[config.mk]
export PLATFORM = sky130hd
export DESIGN_NAME = microseq_next_state
export DESIGN_NICKNAME = d
export VERILOG_FILES = /design/src/rtl/microseq_next_state.sv
export SDC_FILE = /design/constraint.sdc
export NUM_CORES = 1
export LEC_CHECK = 0
export ABC_AREA = 1
export CORE_MARGIN = 2
export CORE_UTILIZATION = 53
export CTS_CLUSTER_DIAMETER = 60
export DETAILED_ROUTE_END_ITERATION = 7
export PLACE_DENSITY = 0.81
export SLEW_MARGIN = 20
export SYNTH_ARGS = -nofsm -noshare
export SYNTH_HDL_FRONTEND = slang
export SYNTH_SLANG_ARGS = --single-unit
[constraint.sdc]
create_clock -name i_clk -period 3 [get_ports i_clk]
set_clock_uncertainty 0.15 [all_clocks]
set_input_delay 0.45 -clock i_clk [delete_from_list [all_inputs] [get_ports i_clk]]
set_output_delay 0.45 -clock i_clk [all_outputs]
set_load 0.02 [all_outputs]
[src/rtl/microseq_next_state.sv]
// -----------------------------------------------------------------------------
// microseq_next_state
//
// Microprogram sequencer for the control unit. Holds the current microstore
// state (the control store ROM address) and chooses the next state on every
// rising clock edge. It also supervises memory waits: a MOC wait that runs for
// TIMEOUT consecutive unsatisfied cycles aborts to ABORT_STATE.
//
// Next-state sources: the instruction encoder's decoded state, the
// incrementer, the microinstruction jump/call target, and a one-level return
// register.
//
// Ports:
//   i_clk        rising-edge clock
//   i_reset      synchronous, active-high reset (highest priority)
//   i_enc_state  decoded state from the instruction encoder (0 = no match)
//   i_cr_addr    jump/call target field of the current microinstruction
//   i_ns         next-state select field of the current microinstruction
//   i_cond_sel   condition source: 00 moc, 01 cond_pass, 10 const 1, 11 const 0
//   i_inv        invert the selected condition
//   i_moc        memory operation complete
//   i_cond_pass  condition-code test result for the current instruction
//   o_state      current microstate (registered)
//   o_undef      one-cycle pulse: decode produced no match (registered)
//   o_mem_abort  one-cycle pulse: MOC timeout taken (registered)
// -----------------------------------------------------------------------------
module microseq_next_state #(
  parameter int unsigned W           = 8,
  parameter int unsigned FETCH_STATE = 1,
  parameter int unsigned UNDEF_STATE = 254,
  parameter int unsigned ABORT_STATE = 255,
  parameter int unsigned TIMEOUT     = 16
) (
  input  logic         i_clk,
  input  logic         i_reset,
  input  logic [W-1:0] i_enc_state,
  input  logic [W-1:0] i_cr_addr,
  input  logic [2:0]   i_ns,
  input  logic [1:0]   i_cond_sel,
  input  logic         i_inv,
  input  logic         i_moc,
  input  logic         i_cond_pass,
  output logic [W-1:0] o_state,
  output logic         o_undef,
  output logic         o_mem_abort
);

  // Wide enough to hold TIMEOUT itself, even though the count stops at TIMEOUT-1.
  localparam int unsigned CntW = $clog2(TIMEOUT) + 1;

  localparam logic [W-1:0]    FetchAddr   = W'(FETCH_STATE);
  localparam logic [W-1:0]    UndefAddr   = W'(UNDEF_STATE);
  localparam logic [W-1:0]    AbortAddr   = W'(ABORT_STATE);
  localparam logic [CntW-1:0] TimeoutLast = CntW'(TIMEOUT - 1);

  // Next-state select encoding of the microinstruction NS field.
  typedef enum logic [2:0] {
    NsDecode  = 3'b000,
    NsInc     = 3'b001,
    NsJump    = 3'b010,
    NsCjump   = 3'b011,
    NsWait    = 3'b100,
    NsCall    = 3'b101,
    NsReturn  = 3'b110,
    NsRestart = 3'b111
  } ns_e;

  // Condition source select.
  typedef enum logic [1:0] {
    CondMoc   = 2'b00,
    CondPass  = 2'b01,
    CondOne   = 2'b10,
    CondZero  = 2'b11
  } cond_sel_e;

  // Registered state.
  logic [W-1:0]    r_state;
  logic [W-1:0]    r_ret;
  logic [CntW-1:0] r_wait_cnt;
  logic            r_undef;
  logic            r_mem_abort;

  // Next-state values.
  logic [W-1:0]    w_state_d;
  logic [W-1:0]    w_ret_d;
  logic [CntW-1:0] w_wait_cnt_d;
  logic            w_undef_d;
  logic            w_mem_abort_d;

  // Decoded controls.
  ns_e             w_ns;
  cond_sel_e       w_cond_sel;
  logic            w_cond_raw;
  logic            w_cond;
  logic [W-1:0]    w_inc;
  logic            w_moc_wait;
  logic            w_limit;

  assign w_ns       = ns_e'(i_ns);
  assign w_cond_sel = cond_sel_e'(i_cond_sel);

  // Condition mux; evaluated from the inputs present before the clock edge.
  always_comb begin
    w_cond_raw = 1'b0;
    unique case (w_cond_sel)
      CondMoc:  w_cond_raw = i_moc;
      CondPass: w_cond_raw = i_cond_pass;
      CondOne:  w_cond_raw = 1'b1;
      CondZero: w_cond_raw = 1'b0;
    endcase
  end

  assign w_cond = w_cond_raw ^ i_inv;

  // Modulo-2^W increment: the top state wraps to 0.
  assign w_inc = r_state + W'(1);

  // Only a WAIT on MOC is supervised; other WAIT sources may hold forever
  // (cond_sel=11 with inv=0 is a deliberate halt).
  assign w_moc_wait = (w_ns == NsWait) && (w_cond_sel == CondMoc);

  // Last permitted hold cycle. Only consulted when the condition is false, so a
  // completion arriving on this very cycle wins over the abort.
  assign w_limit = (r_wait_cnt == TimeoutLast);

  always_comb begin
    w_state_d     = r_state;
    w_ret_d       = r_ret;
    w_wait_cnt_d  = '0;
    w_undef_d     = 1'b0;
    w_mem_abort_d = 1'b0;

    unique case (w_ns)
      NsDecode: begin
        if (i_enc_state == '0) begin
          w_state_d = UndefAddr;
          w_undef_d = 1'b1;
        end else begin
          w_state_d = i_enc_state;
        end
      end

      NsInc: w_state_d = w_inc;

      NsJump: w_state_d = i_cr_addr;

      NsCjump: w_state_d = w_cond ? i_cr_addr : w_inc;

      NsWait: begin
        if (w_cond) begin
          w_state_d = w_inc;
        end else if (w_moc_wait) begin
          if (w_limit) begin
            w_state_d     = AbortAddr;
            w_mem_abort_d = 1'b1;
          end else begin
            w_wait_cnt_d = r_wait_cnt + CntW'(1);
          end
        end
      end

      // Single-level linkage: a nested call simply overwrites the return address.
      NsCall: begin
        w_ret_d   = w_inc;
        w_state_d = i_cr_addr;
      end

      NsReturn: w_state_d = r_ret;

      NsRestart: w_state_d = FetchAddr;
    endcase
  end

  always_ff @(posedge i_clk) begin
    if (i_reset) begin
      r_state     <= '0;
      r_ret       <= '0;
      r_wait_cnt  <= '0;
      r_undef     <= 1'b0;
      r_mem_abort <= 1'b0;
    end else begin
      r_state     <= w_state_d;
      r_ret       <= w_ret_d;
      r_wait_cnt  <= w_wait_cnt_d;
      r_undef     <= w_undef_d;
      r_mem_abort <= w_mem_abort_d;
    end
  end

  assign o_state     = r_state;
  assign o_undef     = r_undef;
  assign o_mem_abort = r_mem_abort;

endmodule
==> results.yml, run 1 <==
logic_synthesis:
  synth-simple-area-share: 0.3828
  ys_async_sr_fraction: 0
  synth_compound_area_frac: 0.1525
  synthMuxAreaShare: 0
  synthXorXnorAreaFrac: 0.02271
  ys_types: 31
  ys_ff_latch: 23
  syn-cell-area_um2: 1543
  synth_nets: 276
  synthAdderAreaFrac: 0.02433
  yosys_warnings: 0
  synth_area_per_cell_um2: 6.246
  ys.flop_type: "dfxtp_1"
  synth_top_family_by_area: "simple AND/OR/NAND/NOR gates"
  synth-edff-count: 0
  netlist_instances: 247
  ys_seq_area_frac: 0.2985
min_path:
  hp-start: "r_wait_cnt[0]$_SDFF_PP0_"
  min_path_cells: 1
  min_path_type: "register to register"
  min_to: "r_wait_cnt[0]$_SDFF_PP0_"
die:
  ios: 36
  die_area_um2: 3358
  die_w_um: 57.95
  row_count: 19
  start_util: 0.5594
  die_y_um: 57.95
  core_area_um2: 2758
final_layout:
  final_cell_mix: "60 x nand2_1, 45 x inv_1, 35 x clkdlybuf4s50_1"
  antenna_cells: 0
  drive_gt1_frac: 0.07042
  final_common_cell: "nand2_1"
  syn2layout_area_growth_pct: 26.52
  layout.nets: 314
worst_setup_path:
  critical_path_class: "input port to register"
  r2r_end: "o_state[6]$_SDFFE_PP0P_"
  r2r_slack_ps: 1080
  reg2regPathDepth: 11
  path_max_fanout: 6
  r2r-start: "o_state[0]$_SDFFE_PP0P_"
  critPathSlowestCell: "clkdlybuf4s50_1"
  cp-end-kind: "register"
  crit_required_ps: 3050
  start_kind: "input port"
  slowest_delay_ps: 510
  path_cells: "clkdlybuf4s50_1, nor3_1, inv_1, nor2_2, a21oi_1, nand2_1, a21oi_1"
  worst-endpoint-arrival_ps: 2220
  crit_path_frequent_cell: "a21oi_1"
placed_design:
  hpwl_um: 2982
  numPortBuffers: 35
  gp_congestion: 0.8927
cts:
  path_clk_slew_ps: 130
  cts.sinks: 23
  cts_tree: "yes"
  clockBufferDepth: 2
  cts_buffers: 3
  cts_setup_buffers: 0
  cts-htree-levels: 1
  clk_latency_ps: 320
  post_cts_resized: 0
  root_buffer: "clkbuf_4"
  holdBufCountCts: 0
power_and_ir_drop:
  power_leakage_nw: 0.9200
  powerDensity_nw_per_um2: 350.7
  finalPower_mw: 0.6845
  ir_drop_mv: 0.3674
sta:
  finalSetupViolCount: 0
  hold_viol_final: 0
  finalCriticalPeriod_ps: 2170
  tns_ps: 0
  rsz0062_at_grt: "no"
  fmax_mhz: 460.9
  report.final.slew_viol_count: 0
  period_share: 0.7233
  relSlewSlack: 0.6402
  worstMarginPinSlew_ps: 535.6
detailed_routing:
  firstDrtPassIters: 4
  drc: 0
  drt-initial-drc-count: 50
  routedWlPerCell_um: 11.84
  totalWireLength_um: 3731
  via_count: 1639
  vias_per_cell: 5.203
  ant_nets: 0
status:
  status: "complete, no violations"
job:
  cap_violations: 0
grt:
  grt_pass1_vias: 1448
  grt.overflow.total: 0
  grt_pass1_wl_um: 6113
  grt_max_degree: 14
  grt_util_all_layers: 0.2340
  antenna_found_initial: 0
-- state kept, by name, indices dropped and copies added (netlist names) --
register	flops
o_mem_abort	1
o_state	8
r_wait_cnt	5
o_undef	1
r_ret	8
-- where the power goes --
group | switching (mW) | total, mW | internal [mW] | leakage (nW)
clock | 0.0990 | 0.149 | 0.0499 | 0.0177
sequential | 0.0149 | 0.336 | 0.321 | 0.188
combinational | 0.111 | 0.200 | 0.0885 | 0.714
-- stage by stage --
step | utilization | instances | area, µm² | hold slack (ps) | setup slack (ps)
2_1_floorplan | - | 247 | 1543 | 267.6 | 1287
3_3_place_gp | 0.6978 | 311 | 1924 | 283.4 | 537.6
3_5_place_dp | 0.6978 | 311 | 1924 | 290.0 | 503.8
4_1_cts | 0.7078 | 315 | 1952 | 315.7 | 852.3
5_1_grt | 0.7078 | 315 | 1952 | 332.9 | 586.2
6_report | 0.7078 | 315 | 1952 | 307.9 | 830.2
-- cells in the mapped netlist (2+ instances only) --
master	instances	area (µm²)
a22oi_1	2	15.01
nand2_2	2	12.51
ha_1	3	37.54
o21ai_2	2	17.52
dfxtp_1	23	460.4
xor2_1	3	26.28
o21ai_0	13	65.06
nor2_1	28	105.1
inv_2	2	7.510
inv_1	45	168.9
a21oi_1	18	90.09
nand4_1	7	43.79
nand2_1	60	225.2
nor3_1	3	15.01
nor2_2	2	12.51
nand3_1	17	85.08
nand3_2	3	30.03
-- logic make-up (layout without fill, tap and decap cells) --
| family | count (synthesis) | count (layout) |
|---|---|---|
| AO/OA/AOI/OAI | 40 | 40 |
| XOR/XNOR | 4 | 4 |
| adder cells (fa/ha/maj) | 3 | 3 |
| buffers and inverters | 49 | 86 |
| flip-flops | 23 | 23 |
| AND/OR/NAND/NOR | 128 | 128 |
-- worst max-delay path by stage --
stage / startpoint / endpoint
final: i_ns[0] / o_state[1]$_SDFFE_PP0P_
after global routing: i_ns[0] / o_state[1]$_SDFFE_PP0P_
after CTS: i_ns[2] / o_state[1]$_SDFFE_PP0P_
after detailed placement: i_ns[2] / o_state[1]$_SDFFE_PP0P_
after global placement: i_ns[0] / o_state[1]$_SDFFE_PP0P_
after floorplan: o_state[0]$_SDFFE_PP0P_ / o_state[6]$_SDFFE_PP0P_
-- layout make-up --
| type | instances | area [µm²] |
|---|---|---|
| flip-flops and latches | 23 | 460.4 |
| well taps | 31 | 38.79 |
| inverters | 47 | 176.4 |
| clock buffers | 3 | 22.52 |
| multi-input cells | 175 | 898.4 |
| repair buffers | 35 | 350.3 |
| clock inverters | 1 | 5.005 |
| fillers | 246 | 805.8 |
-- worst max-delay path: cells and delay by family --
family                 cells  cell delay (ps)
buffers and inverters      2              760
AND/OR/NAND/NOR            3              840
AO/OA/AOI/OAI              2              160
-- per-layer routing --
| metal | part of all wire | global-route usage | wire length (µm) |
|---|---|---|---|
| met5 | 0 | 0 | 0 |
| met4 | 0.015 | 0.07641 | 56 |
| met3 | 0.053 | 0.03348 | 199 |
| met2 | 0.48 | 0.4058 | 1804 |
| met1 | 0.45 | 0.2978 | 1670 |
Power figures use the tool's default switching activity.
==> run 2, diff against run 1 <==
--- a/config.mk
+++ b/config.mk
@@ -7,10 +7,10 @@
 export LEC_CHECK = 0
 export ABC_AREA = 1
 export CORE_MARGIN = 2
-export CORE_UTILIZATION = 53
+export CORE_UTILIZATION = 50
 export CTS_CLUSTER_DIAMETER = 60
 export DETAILED_ROUTE_END_ITERATION = 7
-export PLACE_DENSITY = 0.81
+export PLACE_DENSITY = 0.77
 export SLEW_MARGIN = 20
 export SYNTH_ARGS = -nofsm -noshare
 export SYNTH_HDL_FRONTEND = slang
==> constraint.sdc (replaced) <==
create_clock -name i_clk -period 2.2 [get_ports i_clk]
set_clock_uncertainty 0.15 [all_clocks]
set_input_delay 0.33 -clock i_clk [delete_from_list [all_inputs] [get_ports i_clk]]
set_output_delay 0.33 -clock i_clk [all_outputs]
set_load 0.02 [all_outputs]
==> results.yml, run 2 (same netlist as run 1, synthesis figures left out) <==
final_layout:
  antenna_cells: 0
  fill_cells: 283
  syn2layout_area_growth_pct: 30.09
  final_cell_mix: "60 x nand2_1, 45 x inv_1, 35 x clkdlybuf4s50_1"
  final_common_cell: "nand2_1"
  layout.nets: 321
  final_cell_area_um2: 2007
  fin_cells: 324
  drive_gt1_frac: 0.09278
power_and_ir_drop:
  ir_drop_mv: 0.2756
  powerDensity_nw_per_um2: 473.3
  power_leakage_nw: 0.9540
status:
  status: "complete, no violations"
detailed_routing:
  routedWlPerCell_um: 11.94
  firstDrtPassIters: 4
  drc: 0
  totalWireLength_um: 3870
  via_count: 1690
  vias_per_cell: 5.216
  drt-initial-drc-count: 89
  ant_nets: 0
sta:
  finalCriticalPeriod_ps: 1900
  rsz0062_at_grt: "no"
  finalSetupViolCount: 0
  hold_viol_final: 0
  fmax_mhz: 526.3
  relSlewSlack: 0.7979
  worstMarginPinSlew_ps: 302.1
  finalHoldWorstSlack_ps: 315.6
  period_share: 0.8636
  layout_setup_ws_ps: 300.0
  report.final.slew_viol_count: 0
die:
  start_util: 0.5138
  die_area_um2: 3546
  row_count: 20
  core_area_um2: 3003
  ios: 36
  die_y_um: 59.55
  die_w_um: 59.55
cts:
  clockBufferDepth: 2
  path_clk_slew_ps: 150
  cts_tree: "yes"
  cts_setup_buffers: 0
  post_cts_resized: 0
  cts_buffers: 3
  cts.sinks: 23
  root_buffer: "clkbuf_4"
  clk_latency_ps: 310
  cts-htree-levels: 1
  holdBufCountCts: 0
worst_setup_path:
  r2r_slack_ps: 490
  path_max_fanout: 6
  start_kind: "register"
  critical_path_class: "register to primary output"
  r2r-start: "r_wait_cnt[0]$_SDFF_PP0_"
  reg2regPathDepth: 10
  r2r_end: "o_state[6]$_SDFFE_PP0P_"
  cp-end-kind: "primary output"
  worst-endpoint-arrival_ps: 1420
  crit_required_ps: 1720
grt:
  grt_max_degree: 14
  grt_pass1_wl_um: 6161
  grt_util_all_layers: 0.2261
  grt_pass1_vias: 1493
  antenna_found_initial: 0
  grt.overflow.total: 0
placed_design:
  pre_cts_slack_ps: -4.093
  hpwl_um: 3083
  placed_cells: 320
  place_area_um2: 1979
  numPortBuffers: 35
  gp_congestion: 0.8799
job:
  cap_violations: 0
min_path:
  min_path_cells: 2
  min_to: "r_ret[1]$_SDFFE_PP0N_"
  hp-start: "r_ret[1]$_SDFFE_PP0N_"
  min_path_type: "register to register"
## run 2: per-stage QoR
stage / setup TNS [ps] / total power [mW] / utilization
2_1_floorplan: 0 / 0.6217 / -
3_3_place_gp: 0 / 0.7458 / 0.6592
3_5_place_dp: -4.093 / 0.7481 / 0.6592
4_1_cts: 0 / 0.9538 / 0.6683
5_1_grt: 0 / 1.001 / 0.6683
6_report: 0 / 0.9500 / 0.6683
## run 2: metal layers
metal	track usage	wire length, µm	up-vias
met2	0.3689	1742	45
li1	-	-	875
met4	0.08889	112	0
met3	0.03493	196	12
met1	0.2979	1819	758
met5	0	0	-
## run 2: cell type report
cell class              instances  area [µm²]  area share
multi-input cells             175       898.4      0.4476
flip-flops and latches         23       460.4      0.2294
repair buffers                 42       402.9      0.2007
inverters                      47       176.4     0.08791
well taps                      33       41.29     0.02057
clock buffers                   3       22.52     0.01122
clock inverters                 1       5.005    0.002494
## run 2: power breakdown
group,internal (mW),switching (mW),total (mW)
logic,0.129,0.157,0.286
registers,0.438,0.0181,0.456
clock network,0.0679,0.140,0.207
## run 2: worst max-delay path by stage
stage | end | depth (start not counted) | startpoint
after floorplan | o_state[6]$_SDFFE_PP0P_ | 11 | o_state[0]$_SDFFE_PP0P_
after global placement | o_state[6]$_SDFFE_PP0P_ | 11 | i_cond_sel[1]
after detailed placement | o_state[5]$_SDFFE_PP0P_ | 12 | i_cond_sel[1]
after CTS | o_state[0] | 2 | o_state[0]$_SDFFE_PP0P_
after global routing | o_state[5]$_SDFFE_PP0P_ | 12 | i_cond_sel[1]
final | o_state[0] | 2 | o_state[0]$_SDFFE_PP0P_
## run 2: worst max-delay path, stage by stage, from the launching register on
cell and delay, ps:
dfxtp_1 360, buf_4 150, clkdlybuf4s50_1 600
==> run 3, diff against run 2 <==
--- a/config.mk
+++ b/config.mk
@@ -10,7 +10,8 @@
 export CORE_UTILIZATION = 50
 export CTS_CLUSTER_DIAMETER = 60
 export DETAILED_ROUTE_END_ITERATION = 7
-export PLACE_DENSITY = 0.77
+export PLACE_DENSITY = 0.8
+export REMOVE_ABC_BUFFERS = 1
 export SLEW_MARGIN = 20
 export SYNTH_ARGS = -nofsm -noshare
 export SYNTH_HDL_FRONTEND = slang
==> constraint.sdc (replaced) <==
create_clock -name i_clk -period 2.2 [get_ports i_clk]
set_clock_uncertainty 0.15 [all_clocks]
set_input_delay 0.33 -clock i_clk [delete_from_list [all_inputs] [get_ports i_clk]]
set_output_delay 0.33 -clock i_clk [all_outputs]
set_load 0.01 [all_outputs]
==> results.yml, run 3 (same netlist as run 1, synthesis figures left out) <==
min_path:
  min_path_type: "register to register"
  hp-start: "r_wait_cnt[0]$_SDFF_PP0_"
  min_path_cells: 1
  min_to: "r_wait_cnt[0]$_SDFF_PP0_"
detailed_routing:
  ant_nets: 0
  top_layer_used: "met4"
  wl_met2_um: 1824
  routedWlPerCell_um: 11.52
  drt-initial-drc-count: 51
  firstDrtPassIters: 4
  via_count: 1680
  routedLengthMet1_um: 1731
  totalWireLength_um: 3745
  wl_met3_um: 133
  vias_per_cell: 5.169
  drc: 0
status:
  status: "complete, no violations"
worst_setup_path:
  cp.depth: 2
  worst-endpoint-arrival_ps: 1370
  cp-end-kind: "primary output"
  r2r-start: "o_state[1]$_SDFFE_PP0P_"
  r2r_slack_ps: 500
  crit_buf_inv: 2
  critPathSlowestCell: "clkdlybuf4s50_1"
  start_kind: "register"
  crit_required_ps: 1720
  path_cells: "buf_4, clkdlybuf4s50_1"
  r2r_end: "o_state[6]$_SDFFE_PP0P_"
  path_max_fanout: 6
  critical_path_class: "register to primary output"
  slowest_delay_ps: 530
  reg2regPathDepth: 11
  cp_top_family: "buffers and inverters"
die:
  die_y_um: 59.55
  start_util: 0.5138
  core_area_um2: 3003
  die_w_um: 59.55
  ios: 36
  die_area_um2: 3546
  row_count: 20
sta:
  rsz0062_at_grt: "no"
  report.final.slew_viol_count: 0
  finalHoldWorstSlack_ps: 307.2
  fmax_mhz: 541.8
  period_share: 0.8390
  worstMarginPinSlew_ps: 346.6
  finalCriticalPeriod_ps: 1846
  relSlewSlack: 0.7672
  finalSetupViolCount: 0
  tns_ps: 0
  hold_viol_final: 0
cts:
  post_cts_resized: 0
  cts_buffers: 3
  cts_setup_buffers: 0
  cts-htree-levels: 1
  cts.sinks: 23
  root_buffer: "clkbuf_4"
  holdBufCountCts: 0
  cts_tree: "yes"
  clk_latency_ps: 320
  clockBufferDepth: 2
  path_clk_slew_ps: 140
placed_design:
  hpwl_um: 3068
  placed_cells: 321
  gp_congestion: 0.8911
  numPortBuffers: 35
grt:
  grt_pass1_wl_um: 6244
  antenna_found_initial: 0
  grt_util_all_layers: 0.2306
  grt.overflow.total: 0
  grt_pass1_vias: 1513
  grt_max_degree: 14
power_and_ir_drop:
  finalPower_mw: 0.9351
  power_leakage_nw: 0.9593
  ir_drop_mv: 0.2223
  powerDensity_nw_per_um2: 464.2
final_layout:
  fin_util: 0.6708
  drive_gt1_frac: 0.09589
  final_common_cell: "nand2_1"
  layout.nets: 322
  fin_cells: 325
  antenna_cells: 0
  final_cell_mix: "60 x nand2_1, 45 x inv_1, 35 x clkdlybuf4s50_1"
  syn2layout_area_growth_pct: 30.58
job:
  cap_violations: 0
## run 3: cell count changes in the layout (fill, tap and decap cells not counted), sizes merged
cell / change
buf: +1
## run 3: area by class of cell
cell class	count	area (µm²)
multi-input combinational	175	898.4
clock buffer	3	22.52
tap	33	41.29
inverter	47	176.4
timing repair buffer	43	410.4
fill	283	988.4
sequential	23	460.4
clock inverter	1	5.005
## run 3: worst reg2reg max path: cells and delay by family (launching register included)
family | cells | cell delay [ps]
simple gates | 8 | 670
flops | 1 | 400
xor+xnor | 1 | 230
fa+ha+maj | 1 | 180
buf+inv | 1 | 40
## run 3: metal layers
layer / vias up / track usage
met5: - / 0
met4: 0 / 0.06349
met3: 6 / 0.02838
met2: 35 / 0.4082
met1: 762 / 0.2932
li1: 877 / -
## run 3: how the worst max path moves through the flow
stage,start,end,slack [ps]
floorplan,o_state[0]$_SDFFE_PP0P_,o_state[6]$_SDFFE_PP0P_,580
global placement,i_cond_sel[1],o_state[6]$_SDFFE_PP0P_,60
detailed placement,i_cond_sel[1],o_state[6]$_SDFFE_PP0P_,30
CTS,o_state[0]$_SDFFE_PP0P_,o_state[0],360
global route,i_cond_sel[1],o_state[6]$_SDFFE_PP0P_,170
finish,o_state[0]$_SDFFE_PP0P_,o_state[0],350
## run 3: power by group
part	leakage (nW)	internal, mW	switching [mW]	total (mW)
Sequential	0.188	0.438	0.0179	0.456
Combinational	0.754	0.130	0.144	0.274
Clock	0.0177	0.0680	0.137	0.205
## run 3: per-stage QoR
step                      setup slack [ps]  area, µm²
after detailed placement             31.14       1987
final                                354.1       2014
after global placement               64.53       1987
after floorplan                      582.4       1535
after global routing                 170.1       2014
after CTS                            357.9       2014
